File: src/rtl/sprite_layer_scaled_if.sv
// ROM and palette bus between the sprite layer (master) and its external
// sprite ROM / palette instances (slave).
interface sprite_layer_scaled_if #(
    parameter int ADDR_W = 17,
    parameter int IDX_W  = 4
);
    logic [ADDR_W-1:0] rom_address;
    logic [IDX_W-1:0]  rom_q;
    logic [IDX_W-1:0]  pal_index;
    logic [3:0]        pal_red;
    logic [3:0]        pal_green;
    logic [3:0]        pal_blue;

    modport master (
        output rom_address,
        output pal_index,
        input  rom_q,
        input  pal_red,
        input  pal_green,
        input  pal_blue
    );

    modport slave (
        input  rom_address,
        input  pal_index,
        output rom_q,
        output pal_red,
        output pal_green,
        output pal_blue
    );
endinterface

File: src/rtl/sprite_layer_scaled.sv
// Pipelined, power-of-two scaled, colour-keyed ROM sprite layer for a 640x480 raster.
// Optional horizontal mirroring is compiled in when SPRITE_FLIP_EN is defined.
module sprite_layer_scaled #(
    parameter int SPR_W       = 320,
    parameter int SPR_H       = 240,
    parameter int ADDR_W      = 17,
    parameter int IDX_W       = 4,
    parameter int ROM_LATENCY = 1,
    parameter int KEY_INDEX   = 0
) (
    input  logic       vga_clk,
    input  logic       reset,
    input  logic [9:0] DrawX,
    input  logic [9:0] DrawY,
    input  logic       blank,
    input  logic       frame_start,
    input  logic [9:0] pos_x,
    input  logic [9:0] pos_y,
    input  logic [1:0] scale_log2,
    input  logic       enable,
    input  logic       key_en,
    input  logic       flip_x,
    sprite_layer_scaled_if.master bus,
    output logic [3:0] red,
    output logic [3:0] green,
    output logic [3:0] blue,
    output logic       opaque
);

    logic [9:0] act_x;
    logic [9:0] act_y;
    logic [1:0] act_scale;
    logic       act_enable;
    logic       act_key_en;
`ifdef SPRITE_FLIP_EN
    logic       act_flip;
`else
    logic       flip_x_unused;
    assign flip_x_unused = flip_x;
`endif

    // Parameters only change at a frame boundary; reset takes priority.
    always_ff @(posedge vga_clk) begin
        if (reset) begin
            act_x      <= '0;
            act_y      <= '0;
            act_scale  <= '0;
            act_enable <= 1'b0;
            act_key_en <= 1'b0;
`ifdef SPRITE_FLIP_EN
            act_flip   <= 1'b0;
`endif
        end else if (frame_start) begin
            act_x      <= pos_x;
            act_y      <= pos_y;
            act_scale  <= scale_log2;
            act_enable <= enable;
            act_key_en <= key_en;
`ifdef SPRITE_FLIP_EN
            act_flip   <= flip_x;
`endif
        end
    end

    // Stage 0: raster-relative offset, bounds test, source texel coordinates
    logic signed [12:0] dx_p0;
    logic signed [12:0] dy_p0;
    logic        [12:0] ext_w_p0;
    logic        [12:0] ext_h_p0;
    logic        [12:0] sx_p0;
    logic        [12:0] sy_p0;
    logic               hit_p0;
    logic               vld_p0;
    logic [ADDR_W-1:0]  addr_p0;

    always_comb begin
        dx_p0    = $signed({3'b000, DrawX}) - $signed({3'b000, act_x});
        dy_p0    = $signed({3'b000, DrawY}) - $signed({3'b000, act_y});
        ext_w_p0 = 13'(SPR_W) << act_scale;
        ext_h_p0 = 13'(SPR_H) << act_scale;
        hit_p0   = !dx_p0[12] && !dy_p0[12] &&
                   (13'(dx_p0) < ext_w_p0) && (13'(dy_p0) < ext_h_p0);
        sx_p0    = 13'(dx_p0) >> act_scale;
        sy_p0    = 13'(dy_p0) >> act_scale;
`ifdef SPRITE_FLIP_EN
        if (act_flip) begin
            sx_p0 = 13'(SPR_W - 1) - sx_p0;
        end
`endif
        addr_p0  = ADDR_W'(sy_p0) * ADDR_W'(SPR_W) + ADDR_W'(sx_p0);
        vld_p0   = hit_p0 && blank && act_enable;
    end

    // Stage 1: registered ROM address; ownership and key mode ride alongside
    // so a mid-pipeline frame_start cannot alter pixels already in flight.
    logic [ROM_LATENCY:0] vld_p1;
    logic [ROM_LATENCY:0] key_p1;

    always_ff @(posedge vga_clk) begin
        if (reset) begin
            bus.rom_address <= '0;
            vld_p1          <= '0;
            key_p1          <= '0;
        end else begin
            bus.rom_address <= hit_p0 ? addr_p0 : '0;
            vld_p1          <= {vld_p1[ROM_LATENCY-1:0], vld_p0};
            key_p1          <= {key_p1[ROM_LATENCY-1:0], act_key_en};
        end
    end

    assign bus.pal_index = bus.rom_q;

    // Stage 2: rom_q is valid here; resolve transparency and register colour
    logic own_p2;

    always_comb begin
        own_p2 = vld_p1[ROM_LATENCY] &&
                 !(key_p1[ROM_LATENCY] && (bus.rom_q == IDX_W'(KEY_INDEX)));
    end

    always_ff @(posedge vga_clk) begin
        if (reset) begin
            red    <= '0;
            green  <= '0;
            blue   <= '0;
            opaque <= 1'b0;
        end else if (own_p2) begin
            red    <= bus.pal_red;
            green  <= bus.pal_green;
            blue   <= bus.pal_blue;
            opaque <= 1'b1;
        end else begin
            red    <= '0;
            green  <= '0;
            blue   <= '0;
            opaque <= 1'b0;
        end
    end

endmodule

File: src/flat_wrapper.sv
// flat-port wrapper written by rule: the top's interface ports become plain ports
module sprite_layer_scaled_flat 
#(
    parameter int SPR_W       = 320,
    parameter int SPR_H       = 240,
    parameter int ADDR_W      = 17,
    parameter int IDX_W       = 4,
    parameter int ROM_LATENCY = 1,
    parameter int KEY_INDEX   = 0
)
  (vga_clk, reset, DrawX, DrawY, blank, frame_start, pos_x, pos_y, scale_log2, enable, key_en, flip_x, red, green, blue, opaque, bus_rom_address, bus_pal_index, bus_rom_q, bus_pal_red, bus_pal_green, bus_pal_blue);
  sprite_layer_scaled_if #(.ADDR_W(ADDR_W), .IDX_W(IDX_W)) bus_i ();
  input  logic vga_clk;
  input  logic reset;
  input  logic [9:0] DrawX;
  input  logic [9:0] DrawY;
  input  logic blank;
  input  logic frame_start;
  input  logic [9:0] pos_x;
  input  logic [9:0] pos_y;
  input  logic [1:0] scale_log2;
  input  logic enable;
  input  logic key_en;
  input  logic flip_x;
  output logic [3:0] red;
  output logic [3:0] green;
  output logic [3:0] blue;
  output logic opaque;
  output wire logic [$bits(bus_i.rom_address)-1:0] bus_rom_address;
  output wire logic [$bits(bus_i.pal_index)-1:0] bus_pal_index;
  input wire logic [$bits(bus_i.rom_q)-1:0] bus_rom_q;
  input wire logic [$bits(bus_i.pal_red)-1:0] bus_pal_red;
  input wire logic [$bits(bus_i.pal_green)-1:0] bus_pal_green;
  input wire logic [$bits(bus_i.pal_blue)-1:0] bus_pal_blue;
  assign bus_rom_address = bus_i.rom_address;
  assign bus_pal_index = bus_i.pal_index;
  assign bus_i.rom_q = bus_rom_q;
  assign bus_i.pal_red = bus_pal_red;
  assign bus_i.pal_green = bus_pal_green;
  assign bus_i.pal_blue = bus_pal_blue;
  sprite_layer_scaled #(.SPR_W(SPR_W), .SPR_H(SPR_H), .ADDR_W(ADDR_W), .IDX_W(IDX_W), .ROM_LATENCY(ROM_LATENCY), .KEY_INDEX(KEY_INDEX)) u_core (.vga_clk(vga_clk), .reset(reset), .DrawX(DrawX), .DrawY(DrawY), .blank(blank), .frame_start(frame_start), .pos_x(pos_x), .pos_y(pos_y), .scale_log2(scale_log2), .enable(enable), .key_en(key_en), .flip_x(flip_x), .bus(bus_i), .red(red), .green(green), .blue(blue), .opaque(opaque));
endmodule
File: config.mk
export PLATFORM = sky130hd
export DESIGN_NAME = sprite_layer_scaled_flat
export DESIGN_NICKNAME = d
export VERILOG_FILES = /design/src/rtl/sprite_layer_scaled_if.sv /design/src/rtl/sprite_layer_scaled.sv /design/src/flat_wrapper.sv
export SDC_FILE = /design/constraint.sdc
export NUM_CORES = 1
export LEC_CHECK = 0
export ABC_AREA = 1
export CAP_MARGIN = 20
export CELL_PAD_IN_SITES_DETAIL_PLACEMENT = 0
export CELL_PAD_IN_SITES_GLOBAL_PLACEMENT = 1
export CORE_AREA = 4 4 142 117
export DETAILED_ROUTE_END_ITERATION = 8
export DIE_AREA = 0 0 146 121
export PLACE_DENSITY = 0.77
export RECOVER_POWER = 50
export SKIP_LAST_GASP = 1
export SLEW_MARGIN = 40
export SYNTH_ARGS = -nofsm -noshare
export SYNTH_HDL_FRONTEND = slang
export SYNTH_SLANG_ARGS = --single-unit
File: constraint.sdc
create_clock -name vga_clk -period 12.7 [get_ports vga_clk]
set_clock_uncertainty 0.1 [all_clocks]
set_input_delay 3.81 -clock vga_clk [delete_from_list [all_inputs] [get_ports vga_clk]]
set_output_delay 3.81 -clock vga_clk [all_outputs]
set_load 0.005 [all_outputs]
== Yosys cells after proc, flatten, opt, wreduce, memory -nomap -nowiden ==
Cells that the tools add are included.

* Register bits after elaboration: 58
* Bits of input ports: 65
* Output and inout bits: 34
* Logic and storage cells: 38

* $add $sub $neg: 3
* $mul: 1
* $lt $le $gt $ge: 2
* Shifts and indexed selects: 4
* Mux-type cells: 1
* Bitwise gates (word level): 2
* Reduce and logical (&&, ||, !) cells: 13

{| class="wikitable"
|+ Operators by type and width
! cell !! number
|-
| less-than comparator 13 bit || 2
|-
| >> shifter 13 x 2 -> 13 bit || 2
|-
| subtractor 10 x 10 -> 11 bit || 2
|-
| adder 17 x 13 -> 17 bit || 1
|-
| multiplier 13 x 3 -> 11 bit (second input constant) || 1
|-
| left shift 8 x 2 -> 13 bit (first input constant) || 1
|-
| left shift 9 x 2 -> 13 bit (first input constant) || 1
|-
| logical AND 1 bit || 7
|-
| zero test 4 bit || 1
|-
| OR reduction 2 bit || 2
|-
| zero test 1 bit || 3
|-
| inverter 1 bit || 2
|-
| 2-to-1 mux 1 bit || 1
|}

== Longest topological paths before layout ==
Gate-level depths: netlist of the first run.

* Depth in word-level cells: 7
* Mapped depth: 32
* Gate-level depth less buffers: 32

== Worst setup path before layout of the first run ==
OpenSTA, ideal clock, no wires.

* Kind: input port to output port
* Start point: input port bus_rom_q[0]
* End point: output port bus_pal_index[0]
* Data arrival time: 3.921 ns
* Required time: 8.790 ns
* Path slack: 4.869 ns
* Stages on the path: 1
* Buffers on the path: 1
* Path through: buf_4

{| class="wikitable"
|+ RTL lines
! element !! RTL line !! source
|-
| start, declared || flat_wrapper.sv:31 || <nowiki>input wire logic [$bits(bus_i.rom_q)-1:0] bus_rom_q;</nowiki>
|-
| end, declared || flat_wrapper.sv:30 || <nowiki>output wire logic [$bits(bus_i.pal_index)-1:0] bus_pal_index;</nowiki>
|}

No word-level cell between the ends.

== Final worst setup path of the first run ==
* Start point: input port bus_rom_q[1]
* End point: output port bus_pal_index[1]

No word-level cell between the ends.

==> summary.md, run 1 <==
| Metric | Value |
|---|---|
| Outcome | `finished, final reports clean` |
| Row count | `41` |
| Crit share post-route | `68.5%` |
| Die Wd | `146 µm` |
| Mapped cell area | `0.00448 mm²` |
| Hold_buf cts | `0` |
| Worst vdd ir | `0.0655 mV` |
| Overall global routing resource usage | `12.8%` |
| Final Critical Period | `8.70 ns` |
| CORE AREA | `0.0153 mm²` |
| Final core occ | `38.2%` |
| Max Fclk | `115 MHz` |
| CP Cell Sequence | `clkdlybuf4s50_1 > clkdlybuf4s50_1` |
| CP Buf/Inv Count | `2` |
| Layout cells sized above 1 | `7.27%` |
| Port Buffer Count | `97` |
| Vias per inst | `4.38` |
| CP Capture Type | `output port` |
| WS Path Type | `primary input to output port` |
| Wire per inst | `11.6 µm` |
| Slowest CP cell | `clkdlybuf4s50_1` |
| Total Nets Final | `855` |
| Starting Density | `29.2%` |
| Largest net degree at the start of global routing | `46` |
| Vias post-DR | `4103` |
| Hold Vio Cnt, Final | `0` |
| Clk sinks | `58` |
| Worst-margin pin slew | `0.707 ns` |
| Detailed placement HPWL | `8750 µm` |
| Chip height | `121 µm` |
| H-tree depth | `3` |
| Crit path launch type | `primary input` |
| Worst-Skew Late Latency | `0.34 ns` |
| Synth-to-Final Area Change | `31.0%` |
| Leading area contributor after synthesis | `dfxtp_1` |
| Initial antenna violation count | `0` |
| Fill cell count | `1625` |
| TNS Setup | `0 ns` |
| Synth top area cells | `dfxtp_1 26%, ha_1 13%, nand2_1 11%` |
| Post-CTS sizing | `0` |
| Post-synthesis async set-or-reset flop share | `0%` |
| CP top delay family | `buffers and inverters` |
| Yosys reg bits | `58` |
| Hold Crit Class | `flop to flop` |
| Congestion Overflow GR | `0` |
| PwrDens | `151 mW/mm²` |
| Ant. Diodes | `0` |
| Synth warn | `0` |
| Ports | `99` |
| CTS tree | `done` |
| Register area share after synthesis | `25.9%` |
| Static leakage | `2.90 nW` |
| Area fraction of the dominant cell type after synthesis | `25.9%` |
| CP dominant cell by count | `clkdlybuf4s50_1` |
| Total die area | `0.0177 mm²` |
| CP max stage delay | `0.50 ns` |
| # setup viols final | `0` |
| Synth Area per Inst | `6.89 µm²` |
| DRT Wirelength | `10900 µm` |
| Worst Path Required | `8.79 ns` |
| CTS root buffer | `clkbuf_16` |
| Max Cap Violations | `0` |
| Worst Hold Slack | `0.302 ns` |
| Slew Limit Fails | `0` |
| Slew Limit Headroom | `52.8%` |
| First-pass GRT wire length | `18400 µm` |
| Post-DP Area | `0.00558 mm²` |
| Drt pass-1 iters | `5` |
| Post-CTS Setup Bufs | `0` |
| Top FF cell, synth | `dfxtp_1` |
| Clk buf depth | `2` |
| Cells after synthesis | `650` |
| # DRC | `0` |
| Cts bufs inserted | `9` |
| Vias in the first global route | `3940` |
| Yosys cell types | `47` |
| CTS clock-pin slew for the worst setup and hold paths | `0.05 ns` |
| Initial DRC Count | `233` |
| Routability cong. | `0.816` |
| Post-DRT Antenna Nets | `0` |
| RSZ-0062 raised after global routing | `no` |
| Worst-path fanout max | `2` |
| EDFF count, synth | `0` |
| Final Instance Area | `0.00587 mm²` |
| Syn_nets | `767` |
| Crit path DAT | `4.79 ns` |
-- placed cells by master (no fill, tap or decap), drive strengths merged, types with 7 or more instances in the layout --
cell type        n
nand3           45
o21ai           45
xnor2            7
ha              48
a21oi           47
clkdlybuf4s50   66
inv            118
xor2            16
nand4           11
nor2            60
dlygate4sd3     31
dfxtp           58
nand2          141
clkbuf          10
-- cell usage after synthesis, types with 4 or more instances --
cell type,n
o21ai_1,6
xnor2_1,7
xor2_1,16
nand3_1,43
nand4_1,9
clkbuf_1,12
inv_1,113
ha_1,48
nand2_2,7
nor3_1,6
nand2_1,134
buf_4,4
fa_1,4
a21oi_1,43
dfxtp_1,58
nor2_1,49
nor2_4,10
o21ai_0,37
-- worst paths after layout --
path	cells past startpoint	slack [ns]	from	to
max	2	4.00	bus_rom_q[1]	bus_pal_index[1]
min	2	0.30	u_core.key_p1[0]$_SDFF_PP0_	u_core.key_p1[1]$_SDFF_PP0_
max reg2reg	28	8.04	u_core.act_y[0]$_SDFFE_PP0P_	u_core.bus.rom_address[16]$_SDFF_PP0_
min reg2reg	2	0.30	u_core.key_p1[0]$_SDFF_PP0_	u_core.key_p1[1]$_SDFF_PP0_
-- routing by layer --
layer	part of all wire (%)	GRT usage, %	vias up
met5	0	0	-
met4	1.9	4.23	0
met3	3.9	3.62	16
met2	43	20.7	63
met1	51	16.7	1773
li1	-	-	2251
-- cell type report --
type / count / area (µm²) / area share (%)
clock buffer: 10 / 239 / 4.07
clock inverter: 6 / 41.3 / 0.704
inverter: 118 / 447 / 7.62
multi-input combinational: 453 / 2760 / 47.0
sequential: 58 / 1160 / 19.8
tap: 193 / 241 / 4.12
timing repair buffer: 98 / 978 / 16.7
-- cells by family after synthesis --
group	count (synthesis)	share of synthesized area (%)
adders and majority gates	52	15.2
and+or+nand+nor	269	27.8
DFF	58	25.9
buffers and inverters	139	12.5
xor gates and xnor gates	23	4.50
AOI/OAI and AO/OA	109	14.0
-- power breakdown --
part | switching [W] | leakage (nW) | total, W | internal [W]
clock network | 0.0000902 | 0.131 | 0.000227 | 0.000137
registers | 0.00000390 | 0.474 | 0.000196 | 0.000192
logic | 0.000278 | 2.30 | 0.000463 | 0.000185
total | 0.000372 | 2.90 | 0.000886 | 0.000514
-- sequential cells by signal (all words and copies together) (netlist names) --
| signal | flops |
|---|---|
| u_core.green | 4 |
| u_core.red | 4 |
| u_core.key_p1 | 2 |
| u_core.opaque | 1 |
| u_core.act_key_en | 1 |
| u_core.bus.rom_address | 17 |
| u_core.act_x | 10 |
| u_core.act_enable | 1 |
| u_core.act_y | 10 |
| u_core.blue | 4 |
| u_core.vld_p1 | 2 |
| u_core.act_scale | 2 |
-- per-stage QoR --
stage / power [W] / std cells / setup slack (ns)
after CTS: 0.000902 / 936 / 3.99
after global routing: 0.000979 / 936 / 3.86
after global placement: 0.000667 / 920 / 3.99
after detailed placement: 0.000667 / 920 / 3.99
after floorplan: 0.000573 / 650 / 4.87
final: 0.000886 / 936 / 4.00
Power figures use the tool's default switching activity.
==> inputs of run 2 (changes only) <==
==> constraint.sdc (replaced) <==
create_clock -name vga_clk -period 8.8 [get_ports vga_clk]
set_clock_uncertainty 0.1 [all_clocks]
set_input_delay 2.64 -clock vga_clk [delete_from_list [all_inputs] [get_ports vga_clk]]
set_output_delay 2.64 -clock vga_clk [all_outputs]
set_load 0.005 [all_outputs]
==> summary.md, run 2 (synthesis results as in run 1) <==
| Metric | Value |
|---|---|
| Outcome | `finished, final reports clean` |
| Max Fclk | `141 MHz` |
| Crit path launch type | `primary input` |
| Worst Hold Slack | `0.300 ns` |
| H-tree depth | `3` |
| Largest net degree at the start of global routing | `46` |
| Starting Density | `29.2%` |
| Port Buffer Count | `97` |
| Routability cong. | `0.847` |
| CTS clock-pin slew for the worst setup and hold paths | `0.05 ns` |
| Final core occ | `38.7%` |
| Crit share post-route | `80.6%` |
| Clk sinks | `58` |
| Setup WS post-layout | `1.71 ns` |
| CP max stage delay | `0.45 ns` |
| Hold Vio Cnt, Final | `0` |
| Congestion Overflow GR | `0` |
| RSZ-0062 raised after global routing | `no` |
| Worst Path Required | `8.91 ns` |
| # setup viols final | `0` |
| Most common cell after layout, fill and taps aside | `nand2_1` |
| First-pass GRT wire length | `18500 µm` |
| Drt pass-1 iters | `5` |
| Static leakage | `2.94 nW` |
| Post-DRT Antenna Nets | `0` |
| Total Nets Final | `855` |
| Worst vdd ir | `0.0857 mV` |
| PwrDens | `230 mW/mm²` |
| Worst-Skew Late Latency | `0.34 ns` |
| Top reg by flops | `u_core.bus.rom_address` |
| Initial DRC Count | `196` |
| Detailed placement HPWL | `8710 µm` |
| Overall global routing resource usage | `12.8%` |
| Wire per inst | `11.7 µm` |
| CP Capture Type | `flop` |
| Top flop regs | `u_core.bus.rom_address (17), u_core.act_x (10), u_core.act_y (10)` |
| Total die area | `0.0177 mm²` |
| Most frequent cells in the layout | `134 x nand2_1, 113 x inv_1, 65 x clkdlybuf4s50_1, 57 x dfxtp_1, 49 x nor2_1` |
| Chip height | `121 µm` |
| Ant. Diodes | `0` |
| Final Critical Period | `7.09 ns` |
| Clk buf depth | `2` |
| Post-CTS Setup Bufs | `0` |
| WS Path Type | `primary input to flop` |
| GR Layer Usage met1 | `16.5%` |
| Met2 usage | `21.3%` |
| DRT Wirelength | `10900 µm` |
| # DRC | `0` |
| CORE AREA | `0.0153 mm²` |
| Synth-to-Final Area Change | `32.6%` |
| Layout cells sized above 1 | `7.27%` |
| Die Wd | `146 µm` |
| Worst-path fanout max | `4` |
| Hold_buf cts | `0` |
| Crit path DAT | `7.20 ns` |
| Largest register FFs | `17` |
| TNS Setup | `0 ns` |
| Slowest CP cell | `clkdlybuf4s50_1` |
| Row count | `41` |
| CTS tree | `done` |
| Slew Limit Headroom | `11.6%` |
| Vias per inst | `4.37` |
| Vias post-DR | `4094` |
| DP Worst Slack | `1.32 ns` |
| Slew Limit Fails | `0` |
| Post-CTS sizing | `0` |
| Worst-margin pin slew | `1.32 ns` |
| CTS root buffer | `clkbuf_16` |
| Initial antenna violation count | `0` |
| CP dominant cell by count | `nand2_1` |
| Vias in the first global route | `3952` |
| Max Cap Violations | `0` |
| Ports | `99` |
| Cts bufs inserted | `9` |
| Most used routing layer | `met2` |
| Global routing usage on met3 | `3.47%` |
| Hold Crit Class | `flop to flop` |
## run 2: worst max-delay path, delay by kind of cell
family          cells  cell delay, ns
xor+xnor            2            0.27
fa+ha+maj           6            1.83
buf+inv             6            0.73
simple gates       16            1.47
compound gates      2            0.27
## run 2: through the flow
| stage | power [W] | instances | cell area [µm²] |
|---|---|---|---|
| finish | 0.00136 | 936 | 5940 |
| global route | 0.00149 | 936 | 5940 |
| CTS | 0.00139 | 936 | 5930 |
| detailed placement | 0.000963 | 920 | 5580 |
| global placement | 0.000963 | 920 | 5580 |
| floorplan | 0.000828 | 650 | 4480 |
## run 2: layout make-up
type | instances | area [µm²]
Multi-Input combinational cell | 453 | 2760
Tap cell | 193 | 241
Sequential cell | 58 | 1160
Fill cell | 1628 | 9400
Inverter | 118 | 447
Clock buffer | 9 | 225
Clock inverter | 7 | 125
Timing Repair Buffer | 98 | 978
## run 2: path summary, 6_finish.rpt
check        slack, ns                          from  depth (start not counted)                               endpoint
min               0.30   u_core.key_p1[0]$_SDFF_PP0_                          2            u_core.key_p1[1]$_SDFF_PP0_
min reg2reg       0.30   u_core.key_p1[0]$_SDFF_PP0_                          2            u_core.key_p1[1]$_SDFF_PP0_
max reg2reg       4.19  u_core.act_y[0]$_SDFFE_PP0P_                         30  u_core.bus.rom_address[16]$_SDFF_PP0_
max               1.71                      DrawY[0]                         32  u_core.bus.rom_address[16]$_SDFF_PP0_
## run 2: layer usage
| layer | up-vias | wire [µm] |
|---|---|---|
| met3 | 10 | 434 |
| met4 | 0 | 118 |
| li1 | 2256 | - |
| met2 | 63 | 4770 |
| met1 | 1765 | 5590 |
| met5 | - | 0 |
## run 2: power by group
part / leakage (nW) / internal, W / switching, W
clock network: 0.170 / 0.000279 / 0.000134
registers: 0.474 / 0.000277 / 0.00000563
logic: 2.29 / 0.000267 / 0.000402
==> inputs of run 3 (changes only) <==
==> constraint.sdc (replaced) <==
create_clock -name vga_clk -period 6.6 [get_ports vga_clk]
set_clock_uncertainty 0.1 [all_clocks]
set_input_delay 1.98 -clock vga_clk [delete_from_list [all_inputs] [get_ports vga_clk]]
set_output_delay 1.98 -clock vga_clk [all_outputs]
set_load 0.005 [all_outputs]
==> summary.md, run 3 (synthesis results as in run 1) <==
| Metric | Value |
|---|---|
| Outcome | `finished, final reports clean` |
| Largest register FFs | `17` |
| Row count | `41` |
| Top flop regs | `u_core.bus.rom_address (17), u_core.act_x (10), u_core.act_y (10)` |
| Slew Limit Headroom | `52.2%` |
| HP Start | `u_core.key_p1[0]$_SDFF_PP0_` |
| Starting Density | `29.2%` |
| Vias per inst | `4.37` |
| Max Cap Violations | `0` |
| Crit path launch type | `primary input` |
| Worst r2r path cells | `25` |
| CP Capture Type | `flop` |
| Worst-Skew Late Latency | `0.33 ns` |
| H-tree depth | `3` |
| Hold_buf cts | `0` |
| PwrDens | `299 mW/mm²` |
| Initial antenna violation count | `0` |
| First-pass GRT wire length | `18500 µm` |
| Drt pass-1 iters | `4` |
| Vias in the first global route | `3972` |
| Most frequent cells in the layout | `134 x nand2_1, 113 x inv_1, 66 x clkdlybuf4s50_1, 57 x dfxtp_1` |
| Hold Vio Cnt, Final | `0` |
| Worst Path Required | `6.76 ns` |
| Reg area | `0.00116 mm²` |
| Top reg by flops | `u_core.bus.rom_address` |
| Max Fclk | `162 MHz` |
| Tot Pwr | `0.00179 W` |
| CTS clock-pin slew for the worst setup and hold paths | `0.05 ns` |
| CTS root buffer | `clkbuf_16` |
| CORE AREA | `0.0153 mm²` |
| RSZ-0062 raised after global routing | `no` |
| Post-DRT Antenna Nets | `0` |
| Final Critical Period | `6.17 ns` |
| Worst-path fanout max | `3` |
| Die Wd | `146 µm` |
| Ports | `99` |
| Chip height | `121 µm` |
| Layout cells sized above 1 | `9.76%` |
| DRT Wirelength | `11000 µm` |
| Synth-to-Final Area Change | `34.0%` |
| # setup viols final | `0` |
| Worst setup path start | `DrawY[0]` |
| Ant. Diodes | `0` |
| Hold depth | `2` |
| Wire per inst | `11.6 µm` |
| Largest net degree at the start of global routing | `46` |
| Cts bufs inserted | `9` |
| CTS tree | `done` |
| Multi-input logic area | `0.00278 mm²` |
| Congestion Overflow GR | `0` |
| Worst-margin pin slew | `0.716 ns` |
| Static leakage | `2.99 nW` |
| Detailed placement HPWL | `8860 µm` |
| Crit share post-route | `93.4%` |
| Clk sinks | `58` |
| WS Path Type | `primary input to flop` |
| Slew Limit Fails | `0` |
| Setup WS post-layout | `0.433 ns` |
| Final Instance Area | `0.00600 mm²` |
| Fill cell count | `1614` |
| Routability cong. | `0.829` |
| # DRC | `0` |
| DP Worst Slack | `-0.0208 ns` |
| Total Nets Final | `870` |
| Most common cell after layout, fill and taps aside | `nand2_1` |
| Overall global routing resource usage | `12.8%` |
| Hold Crit Class | `flop to flop` |
| Crit path DAT | `6.32 ns` |
| Total die area | `0.0177 mm²` |
| Port Buffer Count | `97` |
| Clk buf depth | `2` |
| Post-DP Area | `0.00570 mm²` |
| Reg2reg start | `u_core.act_y[0]$_SDFFE_PP0P_` |
| Worst vdd ir | `0.143 mV` |
| Vias post-DR | `4153` |
| Initial DRC Count | `184` |
==> run 3: cell count changes in the layout (fill, tap and decap cells not counted), moves of 2 or more <==
| cell | change |
|---|---|
| bufinv_16 | -3 |
| nand3_2 | +2 |
| nand3_1 | -2 |
| buf_4 | +15 |
| clkinv_4 | -3 |
| clkinv_2 | +3 |
| clkinvlp_4 | +3 |
==> run 3: path summary, 6_finish.rpt <==
| check | end | slack (ns) |
|---|---|---|
| min | u_core.key_p1[1]$_SDFF_PP0_ | 0.30 |
| max reg2reg | u_core.bus.rom_address[14]$_SDFF_PP0_ | 2.27 |
| min reg2reg | u_core.key_p1[1]$_SDFF_PP0_ | 0.30 |
| max | u_core.bus.rom_address[14]$_SDFF_PP0_ | 0.43 |
==> run 3: metrics by stage <==
| stage | utilization [%] | hold WS, ns | std cells | setup TNS, ns |
|---|---|---|---|---|
| 2_1_floorplan | - | 0.288 | 650 | 0 |
| 3_3_place_gp | 37.1 | 0.290 | 935 | -0.0135 |
| 3_5_place_dp | 37.1 | 0.300 | 935 | -0.0347 |
| 4_1_cts | 39.0 | 0.308 | 951 | 0 |
| 5_1_grt | 39.1 | 0.337 | 951 | 0 |
| 6_report | 39.1 | 0.305 | 951 | 0 |
==> run 3: worst max-delay path, stage by stage <==
cell	delay [ns]
clkdlybuf4s50_1	0.45
inv_1	0.04
ha_1	0.22
fa_2	0.34
nand3b_1	0.19
nand2_2	0.12
nand2_1	0.07
nand3_2	0.09
xor2_2	0.10
nand2_1	0.09
nand2_1	0.07
o21ai_2	0.14
inv_1	0.06
ha_1	0.28
ha_1	0.16
inv_1	0.05
fa_1	0.39
xnor2_1	0.15
ha_1	0.33
a21oi_1	0.19
nand3_2	0.11
a21oi_1	0.18
nor2_2	0.08
buf_4	0.14
xnor2_1	0.12
inv_1	0.08
nor2_4	0.09
==> run 3: what timing repair did <==
action | 4_1_cts | 5_1_grt
resized for setup | 0 | 5
endpoints found under the setup margin | 0 | 4
buffers inserted | 0 | 0
==> run 3: final cells by class <==
type                       count  share of cell area (%)
sequential                    58                    19.4
clock buffer                  10                    3.98
inverter                     118                    7.44
clock inverter                 6                   0.688
timing repair buffer         113                    18.2
tap                          193                    4.02
multi-input combinational    453                    46.3
==> run 3: power by group <==
part | internal [W] | total [W] | switching (W)
combinational | 0.000424 | 0.000981 | 0.000557
sequential | 0.000369 | 0.000376 | 0.00000749
clock | 0.000264 | 0.000434 | 0.000171
==> run 3: layer usage <==
| metal | GRT usage, % | up-vias | wire length [µm] |
|---|---|---|---|
| li1 | - | 2282 | - |
| met5 | 0 | - | 0 |
| met3 | 3.73 | 2 | 301 |
| met1 | 16.2 | 1822 | 5620 |
| met2 | 21.4 | 47 | 5030 |
| met4 | 3.17 | 0 | 56 |
